[config.mk]
export PLATFORM = sky130hd
export DESIGN_NAME = display_scan_mux
export DESIGN_NICKNAME = d
export VERILOG_FILES = /design/src/rtl/display_pkg.sv /design/src/rtl/scan_prescaler.sv /design/src/rtl/display_scan_mux.sv
export SDC_FILE = /design/constraint.sdc
export NUM_CORES = 1
export LEC_CHECK = 0
export ABC_CLOCK_PERIOD_IN_PS = 1700
export BUFFER_PORTS_ARGS = -buffer_cell sky130_fd_sc_hd__buf_2
export CAP_MARGIN = 0
export CORE_ASPECT_RATIO = 1.25
export CORE_MARGIN = 3
export CORE_UTILIZATION = 53
export CTS_BUF_LIST = sky130_fd_sc_hd__clkbuf_2 sky130_fd_sc_hd__clkbuf_4 sky130_fd_sc_hd__clkbuf_8
export DETAILED_ROUTE_END_ITERATION = 12
export PLACE_DENSITY = 0.87
export SYNTH_ARGS = -nofsm -noshare
export SYNTH_HDL_FRONTEND = slang
export SYNTH_SLANG_ARGS = --single-unit
[constraint.sdc]
create_clock -name clk -period 1.7 [get_ports clk]
set_input_delay 0.085 -clock clk [delete_from_list [all_inputs] [get_ports clk]]
set_output_delay 0.085 -clock clk [all_outputs]
set_load 0.02 [all_outputs]
[src/rtl/display_pkg.sv]
// Shared constants and helpers for the multiplexed display scanner.
package display_pkg;

   // Polarity selectors for the anode and segment drivers.
   localparam bit POL_ACTIVE_HIGH = 1'b0;
   localparam bit POL_ACTIVE_LOW  = 1'b1;

   // Default timing: 50000 clk cycles per digit slot, 2 cycles of anode dead time.
   localparam int DEF_PRESCALE  = 50000;
   localparam int DEF_GHOST_CYC = 2;

   // Width of an index or counter that must hold values 0..n-1 (never below 1 bit).
   function automatic int idx_width(input int n);
      return (n <= 2) ? 1 : $clog2(n);
   endfunction

endpackage

[src/rtl/scan_prescaler.sv]
// Free-running slot prescaler: counts 0..PRESCALE-1 and flags the last cycle of each slot.
module scan_prescaler
   import display_pkg::*;
#(
   parameter int PRESCALE = DEF_PRESCALE,
   parameter int CNT_W    = idx_width(PRESCALE)
) (
   input  logic             clk,
   input  logic             reset,
   output logic [CNT_W-1:0] count,
   output logic             tick
);

   localparam logic [CNT_W-1:0] LAST_CNT = CNT_W'(PRESCALE - 1);

   logic [CNT_W-1:0] count_q;
   logic [CNT_W-1:0] count_d;

   // Next count: wrap to zero on the last cycle of the slot.
   always_comb begin
      count_d = count_q + 1'b1;
      if (count_q == LAST_CNT) begin
         count_d = '0;
      end
   end

   // Counter register with synchronous reset.
   always_ff @(posedge clk) begin
      if (reset) begin
         count_q <= '0;
      end else begin
         count_q <= count_d;
      end
   end

   assign count = count_q;
   assign tick  = (count_q == LAST_CNT);

endmodule

[src/rtl/display_scan_mux.sv]
// Time-multiplexed seven-segment scanner with tear-free pattern updates,
// anode dead time against ghosting, per-digit enables and global blanking.
//
// load is a one-cycle strobe with no ready: seg_in is captured on every
// clock edge where load=1, the newest capture wins, and it reaches the
// display only at the next frame wrap so a frame never mixes old and new digits.
module display_scan_mux
   import display_pkg::*;
#(
   parameter int NUM_DIGITS     = 4,
   parameter int SEG_W          = 7,
   parameter int PRESCALE       = DEF_PRESCALE,
   parameter int GHOST_CYC      = DEF_GHOST_CYC,
   parameter bit AN_ACTIVE_LOW  = POL_ACTIVE_LOW,
   parameter bit SEG_ACTIVE_LOW = POL_ACTIVE_LOW
) (
   input  logic                               clk,
   input  logic                               reset,
   input  logic [NUM_DIGITS*SEG_W-1:0]        seg_in,
   input  logic                               load,
   input  logic [NUM_DIGITS-1:0]              digit_en,
   input  logic                               blank,
   output logic [SEG_W-1:0]                   seg_out,
   output logic [NUM_DIGITS-1:0]              an,
   output logic [idx_width(NUM_DIGITS)-1:0]   digit_idx,
   output logic                               frame_start
);

   localparam int IDX_W  = idx_width(NUM_DIGITS);
   localparam int CNT_W  = idx_width(PRESCALE);
   localparam int DATA_W = NUM_DIGITS * SEG_W;

   localparam logic [IDX_W-1:0]      LAST_IDX  = IDX_W'(NUM_DIGITS - 1);
   localparam logic [CNT_W-1:0]      GHOST_CNT = CNT_W'(GHOST_CYC);
   // Inactive level of each output bus; XOR with it converts active-high to pin polarity.
   localparam logic [NUM_DIGITS-1:0] AN_OFF    = {NUM_DIGITS{AN_ACTIVE_LOW}};
   localparam logic [SEG_W-1:0]      SEG_OFF   = {SEG_W{SEG_ACTIVE_LOW}};

   logic [CNT_W-1:0] presc_cnt;
   logic             presc_tick;
   logic             wrap;

   logic [IDX_W-1:0]      idx_q,     idx_d;
   logic                  fs_q,      fs_d;
   logic [DATA_W-1:0]     staging_q, staging_d;
   logic [DATA_W-1:0]     shadow_q,  shadow_d;
   logic                  pending_q, pending_d;
   logic [NUM_DIGITS-1:0] an_q,      an_d;
   logic [SEG_W-1:0]      seg_q,     seg_d;

   logic                  lit;
   logic [NUM_DIGITS-1:0] an_raw;
   logic [SEG_W-1:0]      seg_raw;

   scan_prescaler #(
      .PRESCALE (PRESCALE),
      .CNT_W    (CNT_W)
   ) u_prescaler (
      .clk   (clk),
      .reset (reset),
      .count (presc_cnt),
      .tick  (presc_tick)
   );

   // The frame wraps on the last prescaler cycle of the last digit slot.
   assign wrap = presc_tick && (idx_q == LAST_IDX);

   // Slot index advances once per prescaler period; frame_start marks the cycle after the wrap.
   always_comb begin
      idx_d = idx_q;
      if (presc_tick) begin
         idx_d = (idx_q == LAST_IDX) ? '0 : idx_q + 1'b1;
      end
      fs_d = wrap;
   end

   // Staging/shadow update: loads land in staging; the shadow changes only at the wrap.
   always_comb begin
      staging_d = staging_q;
      pending_d = pending_q;
      shadow_d  = shadow_q;
      if (load) begin
         staging_d = seg_in;
         pending_d = 1'b1;
      end
      if (wrap) begin
         if (load) begin
            shadow_d = seg_in;
         end else if (pending_q) begin
            shadow_d = staging_q;
         end
         pending_d = 1'b0;
      end
   end

   // Output decode: light the current digit after the dead time if enabled and not blanked.
   always_comb begin
      lit     = (presc_cnt >= GHOST_CNT) && digit_en[idx_q] && !blank;
      an_raw  = '0;
      seg_raw = '0;
      if (lit) begin
         an_raw[idx_q] = 1'b1;
         seg_raw       = shadow_q[idx_q*SEG_W +: SEG_W];
      end
      an_d  = an_raw ^ AN_OFF;
      seg_d = seg_raw ^ SEG_OFF;
   end

   // State and output registers; reset drops any pending load and darkens the display.
   always_ff @(posedge clk) begin
      if (reset) begin
         idx_q     <= '0;
         fs_q      <= 1'b0;
         staging_q <= '0;
         shadow_q  <= '0;
         pending_q <= 1'b0;
         an_q      <= AN_OFF;
         seg_q     <= SEG_OFF;
      end else begin
         idx_q     <= idx_d;
         fs_q      <= fs_d;
         staging_q <= staging_d;
         shadow_q  <= shadow_d;
         pending_q <= pending_d;
         an_q      <= an_d;
         seg_q     <= seg_d;
      end
   end

   assign seg_out     = seg_q;
   assign an          = an_q;
   assign digit_idx   = idx_q;
   assign frame_start = fs_q;

endmodule

# == Yosys cells after proc, flatten, opt, wreduce, memory -nomap -nowiden ==
# Index checks and enable logic that the tools add are counted.
# op_classes
n_addsub,2
mul,1
magnitude_cmp,3
eq_ne,2
shifts,1
mux,9
bitwise,2
reduce_logical,9
# ops
cell,n
28-bit two-way mux,2
28-bit by 6-bit indexed part select with 7-bit output,1
16-bit by 1-bit adder with 16-bit output (second input constant),1
16-bit == test (second input constant),1
16-bit by 2-bit greater-or-equal comparator with 1-bit output (second input constant),1
7-bit two-way mux,1
7-bit NOT,1
2-bit by 3-bit multiplier with 5-bit output (second input constant),1
1-bit logical AND,4
4-bit two-way mux,1
4-bit NOT,1
2-bit OR reduction,2
2-bit by 3-bit < comparator with 1-bit output (second input constant),1
2-bit by 1-bit adder with 2-bit output (second input constant),1
1-bit binary-select mux with 2-bit select,1
1-bit demux with 2-bit select,1
2-bit == test (second input constant),1
2-bit by 1-bit greater-or-equal comparator with 1-bit output (second input constant),1
1-bit two-way mux,2
2-bit two-way mux,1
2-bit AND reduction,1
2-bit nonzero test,1
1-bit zero test,1
# word_totals
reg_bits,87
input_bits,36
out_inout_bits,14

# == Depth between registers and ports, before layout ==
# Gate-level depths: netlist of the first run.
# depth
depth_word,6
ltp_mapped,7
ltp_nobuf,5

# == Cells and area by module ==
# From an unflattened synthesis of the first run, not the netlist that was laid out.
# hier_totals
cells_unflattened,330
hier_area_um2,3522.1
# by_module_without_submodules
mod,n_inst,cells_per_inst,area_per_inst_um2
display_scan_mux,1,249,2811.4
scan_prescaler,1,81,710.7

# == Least setup slack after synthesis of the first run ==
# No wires, ideal clock.
# synth_timing
path_type,register to register
startpoint,register u_prescaler.count_q[12] (netlist: u_prescaler.count[12])
endpoint,register shadow_q[0]
setup_ps,121
t_arrival_ps,1705
t_required_ps,1579
setup_slack_ps,-126
stages_incl_launch_ff,7
path_buffers,2
period_less_slack_ps,1826
cell_sequence,dfxtp_1 -> or4_4 -> nor2_2 -> nand4b_1 -> buf_6 -> buf_12 -> mux2_4
# synth_between
elab_chain_cells,3
# synth_rtl
element,line,rtl
from (decl),scan_prescaler.sv:16,logic [CNT_W-1:0] count_q;
from (signal assigned),scan_prescaler.sv:32,count_q <= count_d;
16-bit == test,scan_prescaler.sv:37,assign tick = (count_q == LAST_CNT);
1-bit logical AND,display_scan_mux.sv:66,assign wrap = presc_tick && (idx_q == LAST_IDX);
2-bit AND reduction (no source line),n/a,
to (signal assigned),display_scan_mux.sv:123,shadow_q <= shadow_d;
to (decl),display_scan_mux.sv:46,"logic [DATA_W-1:0] shadow_q, shadow_d;"
# Every way passes these cells.
# A chain may end at the register's enable or synchronous reset.

# == Worst setup path after layout of the first run ==
# layout_timing
startpoint,register u_prescaler.count_q[7] (netlist: u_prescaler.count[7])
endpoint,register shadow_q[24]
# Same word-level chain as after synthesis.

==> flow_summary.json, run 1 <==
{
  "drv_slew": 0,
  "syn2layout_area_growth_pct": 22.23,
  "clock_latency_ps": 360,
  "finalHoldViolations": 0,
  "antenna_found_initial": 0,
  "synth_top_cell_by_area": "dfxtp_1",
  "ant_nets": 0,
  "htreeDepth": 3,
  "violations": "setup timing",
  "route.detailed.drc": 0,
  "viasPerCell": 5.300,
  "placed_cells": 472,
  "core_area_mm2": 0.006606,
  "numCtsBuffers": 9,
  "grt_first_pass_wirelength_mm": 11.92,
  "status": "finished with violations",
  "final_net_count": 447,
  "drive_above_1_share": 0.3537,
  "synth_area_leaders": "dfxtp_1 (48%), mux2_4 (8.2%), mux2i_1 (8.2%)",
  "syn-mean-instance-area_um2": 11.13,
  "drt_iter0_drc": 139,
  "wl_per_cell_um": 15.97,
  "first_global_vias": 2567,
  "asyncSetResetFlopFracSynth": 0,
  "vdd_ir_drop_max_mv": 0.6953,
  "vias": 2634,
  "netlist_top_cells_count": "dfxtp_1 (87), nor2_1 (52), mux2i_1 (30)",
  "gp_congestion": 0.8872,
  "clockBufferDepth": 2,
  "clock_skew_ps": 9.322,
  "cts_tree": "built",
  "finalNonFillerCells": 497,
  "synth.distinct_cells": 38,
  "grt_usage": 0.1964,
  "clkSinkCount": 87,
  "cp_max_fo": 7,
  "syn_nets": 370,
  "arrival_ps": 2090,
  "setup_viol": 30,
  "final.period_utilization": 1.082,
  "yosysTopAreaCellShare": 0.4769,
  "synth-seq-area-share": 0.4769,
  "end_kind": "register",
  "drt_pass1_iterations": 4,
  "io_pins": 50,
  "fmax_ghz": 0.5436,
  "rsz0062_at_grt": "yes",
  "synth_edf_count": 0,
  "grt_overflow": 0,
  "die-width_um": 80.25,
  "worst_pin_slew_ps": 383.9,
  "yosysMostFrequentCell": "dfxtp_1",
  "grt_max_degree": 37,
  "critPathKind": "reg -> reg",
  "dieArea_mm2": 0.007930,
  "ys_seq_elements": 87,
  "worst_slack_ps": -139.5,
  "routed_wl_mm": 7.935,
  "die_y_um": 98.81,
  "fin_crit_ps": 1840,
  "synthCells": 328,
  "holdCritPathClass": "in -> reg",
  "pre_cts_ws_ps": -76.18,
  "cp.required_ps": 1950,
  "start_kind": "register",
  "yosysWarningCount": 0,
  "num_rows": 33,
  "p_per_area_mw_per_mm2": 857.7,
  "n_antenna_cell": 0,
  "dpl.hpwl_mm": 5.136,
  "root_buffer": "clkbuf_8",
  "nFillCells": 472,
  "path_clk_slew_ps": 80,
  "syn-cell-area_mm2": 0.003652,
  "synth_ff_type": "dfxtp_1",
  "p_leak_nw": 1.998,
  "start_util": 0.5528,
  "cap_violations": 0,
  "io_buffer_count": 49,
  "slew_headroom": 0.7417
}
cells by family (layout without fill, tap and decap cells):
logic type | after synthesis | count (layout) | synth area share
xor+xnor | 13 | 13 | 0.03118
fa+ha+maj | 6 | 6 | 0.02055
simple gates | 126 | 126 | 0.1792
buf+inv | 26 | 108 | 0.04659
mux | 66 | 66 | 0.2384
flops | 87 | 87 | 0.4769
compound gates | 4 | 4 | 0.007196
area by class of cell:
class                           instances  area (um2)  share of cell area
Multi-Input combinational cell        215        1757              0.3935
Sequential cell                        87        1744              0.3907
Timing Repair Buffer                   86       625.6              0.1401
Clock buffer                           12       152.6             0.03419
Tap cell                               87       108.9             0.02438
Clock inverter                          4       53.80             0.01205
Inverter                                6       22.52            0.005045
stage by stage:
step	area, um2	utilization	TNS [ps]	power (mW)	hold WS [ps]
2_1_floorplan	3657	-	-2275	2.281	263.5
3_3_place_gp	4111	0.6223	-781.3	2.363	375.8
3_5_place_dp	4111	0.6223	-2098	2.371	372.4
4_1_cts	4338	0.6566	-2764	3.834	4.009
5_1_grt	4464	0.6758	-3677	3.972	22.65
6_report	4464	0.6758	-3176	3.829	4.902
registers in the layout, indices dropped and copies added, names as in the netlist:
signal             flops
frame_start            1
shadow_q              28
u_prescaler.count     16
seg_out                7
staging_q             28
pending_q              1
an                     4
digit_idx              2
what timing repair did:
item                                   4_1_cts  5_1_grt
hold buffers                                 2        0
setup endpoints to repair                   45       45
gates cloned                                 0        4
endpoints found under the hold margin        2        0
gates resized for setup                      0        5
pin swaps                                    0        2
buffers inserted                             0        3
critical path, stage by stage, from the launching register on:
cell	delay [ps]
dfxtp_2	330
or4_4	550
nor2_4	100
nand4b_1	120
buf_6	170
clkbuf_16	170
mux2_4	300
where the power goes:
group | switching (mW) | internal (mW)
clock network | 0.736 | 0.758
logic | 0.120 | 0.117
registers | 0.0147 | 2.08
path summary, 6_finish.rpt:
path	start	to	slack [ps]	depth (start not counted)
hold / removal	seg_in[13]	staging_q[13]	5	3
setup reg to reg	u_prescaler.count[7]	shadow_q[24]	-140	6
hold reg to reg	staging_q[9]	staging_q[9]	510	2
setup / recovery	u_prescaler.count[7]	shadow_q[24]	-140	6
placed cells by master, fill, tap and decap left out, types with 11 or more instances in the layout:
cell type / instances
and2b_1: 14
buf_2: 49
buf_4: 27
dfxtp_1: 85
mux2_4: 20
mux2i_1: 30
nand2_1: 16
nor2_1: 52
nor2b_1: 14
xnor2_1: 11
routing by layer:
metal / share of wire / track usage / up-vias
li1: - / - / 1263
met1: 0.40 / 0.2329 / 1275
met2: 0.53 / 0.3355 / 77
met3: 0.044 / 0.05484 / 19
met5: 0 / 0 / -
met4: 0.024 / 0.07152 / 0
No activity file was read; power rests on OpenSTA's default activity.
==> inputs of run 2 (changes only) <==
--- a/config.mk
+++ b/config.mk
@@ -17,3 +17,4 @@
 export SYNTH_ARGS = -nofsm -noshare
 export SYNTH_HDL_FRONTEND = slang
 export SYNTH_SLANG_ARGS = --single-unit
+export TNS_END_PERCENT = 50
==> constraint.sdc (replaced) <==
create_clock -name clk -period 1.7 [get_ports clk]
set_input_delay 0.085 -clock clk [delete_from_list [all_inputs] [get_ports clk]]
set_output_delay 0.085 -clock clk [all_outputs]
set_load 0.01 [all_outputs]
==> flow_summary.json, run 2 (synthesized netlist as in run 1, its figures left out) <==
{
  "num_rows": 33,
  "clock_skew_ps": 6.620,
  "clock_latency_ps": 360,
  "p_seq_frac": 0.579,
  "setup_viol": 47,
  "hold_buffers": 0,
  "nFillCells": 523,
  "violations": "setup timing",
  "status": "finished with violations",
  "arrival_ps": 2060,
  "finalHoldViolations": 0,
  "drt_pass1_iterations": 5,
  "path_clk_slew_ps": 80,
  "cp_max_fo": 28,
  "intPower_mw": 2.808,
  "numCtsBuffers": 9,
  "start_kind": "register",
  "slew_headroom": 0.7944,
  "swShare": 0.2260,
  "clockBufferDepth": 2,
  "viasPerCell": 5.201,
  "vdd_ir_drop_max_mv": 0.5494,
  "r2r_slack_ps": -110,
  "die_y_um": 98.81,
  "holdCritPathClass": "in -> reg",
  "final_cell_mix": "dfxtp_1 (85), nor2_1 (52), buf_2 (49), mux2i_1 (30), buf_4 (24)",
  "routed_wl_mm": 7.519,
  "p_leak_nw": 1.922,
  "first_global_vias": 2716,
  "drt_iter0_drc": 215,
  "vias": 2538,
  "max_stage_delay_ps": 540,
  "drive_above_1_share": 0.3392,
  "route.detailed.drc": 0,
  "p_sw_mw": 0.8197,
  "worst_slack_ps": -112.1,
  "gp_congestion": 0.9105,
  "end_kind": "register",
  "root_buffer": "clkbuf_8",
  "fin_crit_ps": 1812,
  "fin_hold_ws_ps": 13.02,
  "rsz0062_at_grt": "yes",
  "core_area_mm2": 0.006606,
  "cts_tree": "built",
  "fin_total_pwr_mw": 3.627,
  "die-width_um": 80.25,
  "clkSinkCount": 87,
  "antenna_found_initial": 0,
  "syn2layout_area_growth_pct": 17.37,
  "layout_commonest_cell": "dfxtp_1",
  "final.period_utilization": 1.066,
  "start_util": 0.5528,
  "p_comb_frac": 0.062,
  "critPathBufInv": 1,
  "grt_first_pass_wirelength_mm": 12.27,
  "fmax_ghz": 0.5518,
  "grt_usage": 0.2031,
  "io_pins": 50,
  "wl_per_cell_um": 15.41,
  "placed_cells": 471,
  "ant_nets": 0,
  "worst_pin_slew_ps": 305.5,
  "n_antenna_cell": 0,
  "grt_max_degree": 52,
  "p_per_area_mw_per_mm2": 846.2,
  "cap_violations": 0,
  "dieArea_mm2": 0.007930,
  "io_buffer_count": 49,
  "cp_slowest_cell": "or4_4",
  "pwr-share-clk": 0.360,
  "dpl.hpwl_mm": 5.171,
  "htreeDepth": 3,
  "grt_overflow": 0,
  "final_util": 0.6489,
  "critPathKind": "reg -> reg",
  "cp_cell_sequence": "or4_4 > nor2_2 > nand4b_1 > buf_12 > mux2_4",
  "drv_slew": 0,
  "cp.required_ps": 1950,
  "finalNonFillerCells": 488,
  "cpLargestDelayFamily": "simple AND/OR/NAND/NOR gates",
  "final_net_count": 438
}
## run 2: path summary, 6_finish.rpt
path                             start      endpoint  depth (start not counted)
setup / recovery  u_prescaler.count[7]  shadow_q[16]                          5
hold / removal               seg_in[4]  staging_q[4]                          3
hold reg to reg           staging_q[4]  staging_q[4]                          2
setup reg to reg  u_prescaler.count[7]  shadow_q[16]                          5
## run 2: tightest hold or removal path: stages
cell,delay (ps)
buf_2,70
mux2i_1,60
nor2_1,110
## run 2: metrics by stage
step / instance area (um2) / setup TNS (ps) / setup slack, ps
floorplan: 3657 / -2299 / -83.07
global placement: 4091 / -822.7 / -42.48
detailed placement: 4091 / -2082 / -106.2
CTS: 4282 / -3320 / -105.3
global route: 4287 / -7900 / -205.4
finish: 4287 / -3576 / -112.1
## run 2: layer usage
layer / GRT usage / part of all wire / vias up
met5: 0 / 0 / -
met4: 0.1300 / 0.041 / 0
met3: 0.04388 / 0.045 / 29
met2: 0.3304 / 0.50 / 80
met1: 0.2394 / 0.41 / 1189
li1: - / - / 1240
## run 2: cell type report
type | instances | area (um2) | share of cell area
tap | 87 | 108.9 | 0.02539
timing repair buffer | 77 | 488.0 | 0.1138
sequential | 87 | 1744 | 0.4069
inverter | 6 | 22.52 | 0.005254
multi-input combinational | 215 | 1744 | 0.4069
clock inverter | 3 | 18.77 | 0.004378
clock buffer | 13 | 160.2 | 0.03736
## run 2: power by group through the flow
stage	Clock [mW]	Combinational (mW)	Sequential (mW)
2_1_floorplan	0	0.137	2.14
3_3_place_gp	0	0.215	2.14
3_5_place_dp	0	0.222	2.15
4_1_cts	1.33	0.225	2.10
5_1_grt	1.41	0.248	2.10
6_report	1.31	0.223	2.10
## run 2: what timing repair did
action / CTS / global route
gates cloned: 0 / 0
buffers inserted: 1 / 0
pin swaps: 1 / 1
setup endpoints to repair: 45 / 47
gates resized for setup: 1 / 2
==> inputs of run 3 (changes only) <==
--- a/config.mk
+++ b/config.mk
@@ -12,7 +12,9 @@
 export CORE_MARGIN = 3
 export CORE_UTILIZATION = 53
 export CTS_BUF_LIST = sky130_fd_sc_hd__clkbuf_2 sky130_fd_sc_hd__clkbuf_4 sky130_fd_sc_hd__clkbuf_8
+export CTS_CLUSTER_DIAMETER = 100
 export DETAILED_ROUTE_END_ITERATION = 12
+export HOLD_SLACK_MARGIN = 0.12
 export PLACE_DENSITY = 0.87
 export SYNTH_ARGS = -nofsm -noshare
 export SYNTH_HDL_FRONTEND = slang
==> flow_summary.json, run 3 (synthesized netlist as in run 1, its figures left out) <==
{
  "status": "finished with violations",
  "violations": "setup timing",
  "num_rows": 33,
  "cp.required_ps": 1950,
  "drt_pass1_iterations": 4,
  "p_per_area_mw_per_mm2": 801.1,
  "drt_iter0_drc": 247,
  "pwr-share-clk": 0.356,
  "final_util": 0.6979,
  "drv_slew": 0,
  "p_leak_nw": 2.059,
  "fmax_ghz": 0.5530,
  "p_comb_frac": 0.076,
  "clock_skew_ps": 5.792,
  "drive_above_1_share": 0.3141,
  "final_cell_mix": "dfxtp_1 (85), nor2_1 (52), buf_2 (49), dlygate4sd3_1 (32), mux2i_1 (30)",
  "max_stage_delay_ps": 540,
  "syn2layout_area_growth_pct": 26.24,
  "r2r_start": "u_prescaler.count[7]",
  "worst_slack_ps": -108.2,
  "routed_wl_mm": 7.764,
  "rsz0062_at_grt": "yes",
  "die-width_um": 80.25,
  "clkSinkCount": 87,
  "cpLargestDelayFamily": "simple AND/OR/NAND/NOR gates",
  "start_util": 0.5528,
  "clock_latency_ps": 360,
  "path_clk_slew_ps": 80,
  "die_y_um": 98.81,
  "holdCritPathClass": "in -> reg",
  "numCtsBuffers": 9,
  "dieArea_mm2": 0.007930,
  "final.period_utilization": 1.064,
  "route.detailed.drc": 0,
  "start_kind": "register",
  "first_global_vias": 2835,
  "nFillCells": 469,
  "grt_max_degree": 52,
  "htreeDepth": 3,
  "grt_first_pass_wirelength_mm": 12.93,
  "critPathBufInv": 1,
  "vias": 2650,
  "clockBufferDepth": 2,
  "io_buffer_count": 49,
  "intPower_mw": 2.856,
  "p_sw_mw": 0.8372,
  "arrival_ps": 2060,
  "finalHoldViolations": 0,
  "cp_cell_sequence": "or4_4 > nor2_2 > nand4b_1 > buf_12 > mux2_4",
  "n_antenna_cell": 0,
  "cts_tree": "built",
  "swShare": 0.2267,
  "end_kind": "register",
  "grt_usage": 0.2144,
  "gp_congestion": 0.9105,
  "worst_pin_slew_ps": 307.5,
  "ant_nets": 0,
  "worstHoldStart": "blank",
  "core_area_mm2": 0.006606,
  "final_net_count": 470,
  "finalSetupTns_ps": -3419,
  "cp_max_fo": 28,
  "critPathLaunch": "u_prescaler.count[7]",
  "setup_viol": 47,
  "cp_slowest_cell": "or4_4",
  "root_buffer": "clkbuf_8",
  "critPathKind": "reg -> reg",
  "fin_crit_ps": 1808,
  "antenna_found_initial": 0,
  "layout_commonest_cell": "dfxtp_1",
  "io_pins": 50,
  "fin_hold_ws_ps": 200.4,
  "viasPerCell": 5.096,
  "cap_violations": 0,
  "vdd_ir_drop_max_mv": 0.5482,
  "grt_overflow": 0,
  "slew_headroom": 0.7931,
  "wl_per_cell_um": 14.93,
  "dpl.hpwl_mm": 5.171,
  "p_seq_frac": 0.568
}
## run 3: changes by cell type in the layout (fill, tap and decap cells not counted), sizes merged
cell	before	now
dlygate4sd3	0	32
## run 3: per-layer routing
layer,global-route usage,part of all wire
met1,0.2496,0.41
met2,0.3571,0.52
met3,0.04388,0.037
met4,0.1300,0.037
met5,0,0
## run 3: final timing paths
path                                endpoint  slack, ps  cells past startpoint
worst max register to register  shadow_q[12]       -110                      5
worst min register to register  staging_q[2]        520                      2
worst max-delay path            shadow_q[12]       -110                      5
worst min-delay path              seg_out[4]        200                      6
## run 3: per-stage QoR
step                      instances  total power, mW  setup slack [ps]  area (um2)
after floorplan                 328            2.280            -83.07        3657
after global placement          471            2.359            -42.48        4091
after detailed placement        471            2.369            -106.2        4091
after CTS                       520            3.706            -101.0        4602
after global routing            520            3.830            -198.9        4611
final                           520            3.694            -108.2        4611
## run 3: worst reg2reg max path, delay by kind of cell, from the launching register on
family / cells / cell delay (ps)
buf+inv: 1 / 220
flops: 1 / 330
mux: 1 / 330
simple gates: 3 / 810
## run 3: power groups by stage
| stage | Clock, mW | Combinational [mW] | Sequential, mW |
|---|---|---|---|
| floorplan | 0 | 0.137 | 2.14 |
| global placement | 0 | 0.215 | 2.14 |
| detailed placement | 0 | 0.222 | 2.15 |
| CTS | 1.33 | 0.282 | 2.10 |
| global route | 1.41 | 0.312 | 2.10 |
| finish | 1.31 | 0.282 | 2.10 |
## run 3: what timing repair did
item	4_1_cts	5_1_grt
setup endpoints to repair	45	48
hold endpoints to repair	33	0
hold buffers	32	0
gates resized for setup	1	3
buffers inserted	1	0
pin swaps	1	1
## run 3: layout make-up
class | instances | area [um2] | area share
flip-flops and latches | 87 | 1744 | 0.3783
multi-input cells | 215 | 1744 | 0.3783
repair buffers | 109 | 812.0 | 0.1761
clock buffers | 13 | 160.2 | 0.03474
well taps | 87 | 108.9 | 0.02361
inverters | 6 | 22.52 | 0.004885
clock inverters | 3 | 18.77 | 0.004071
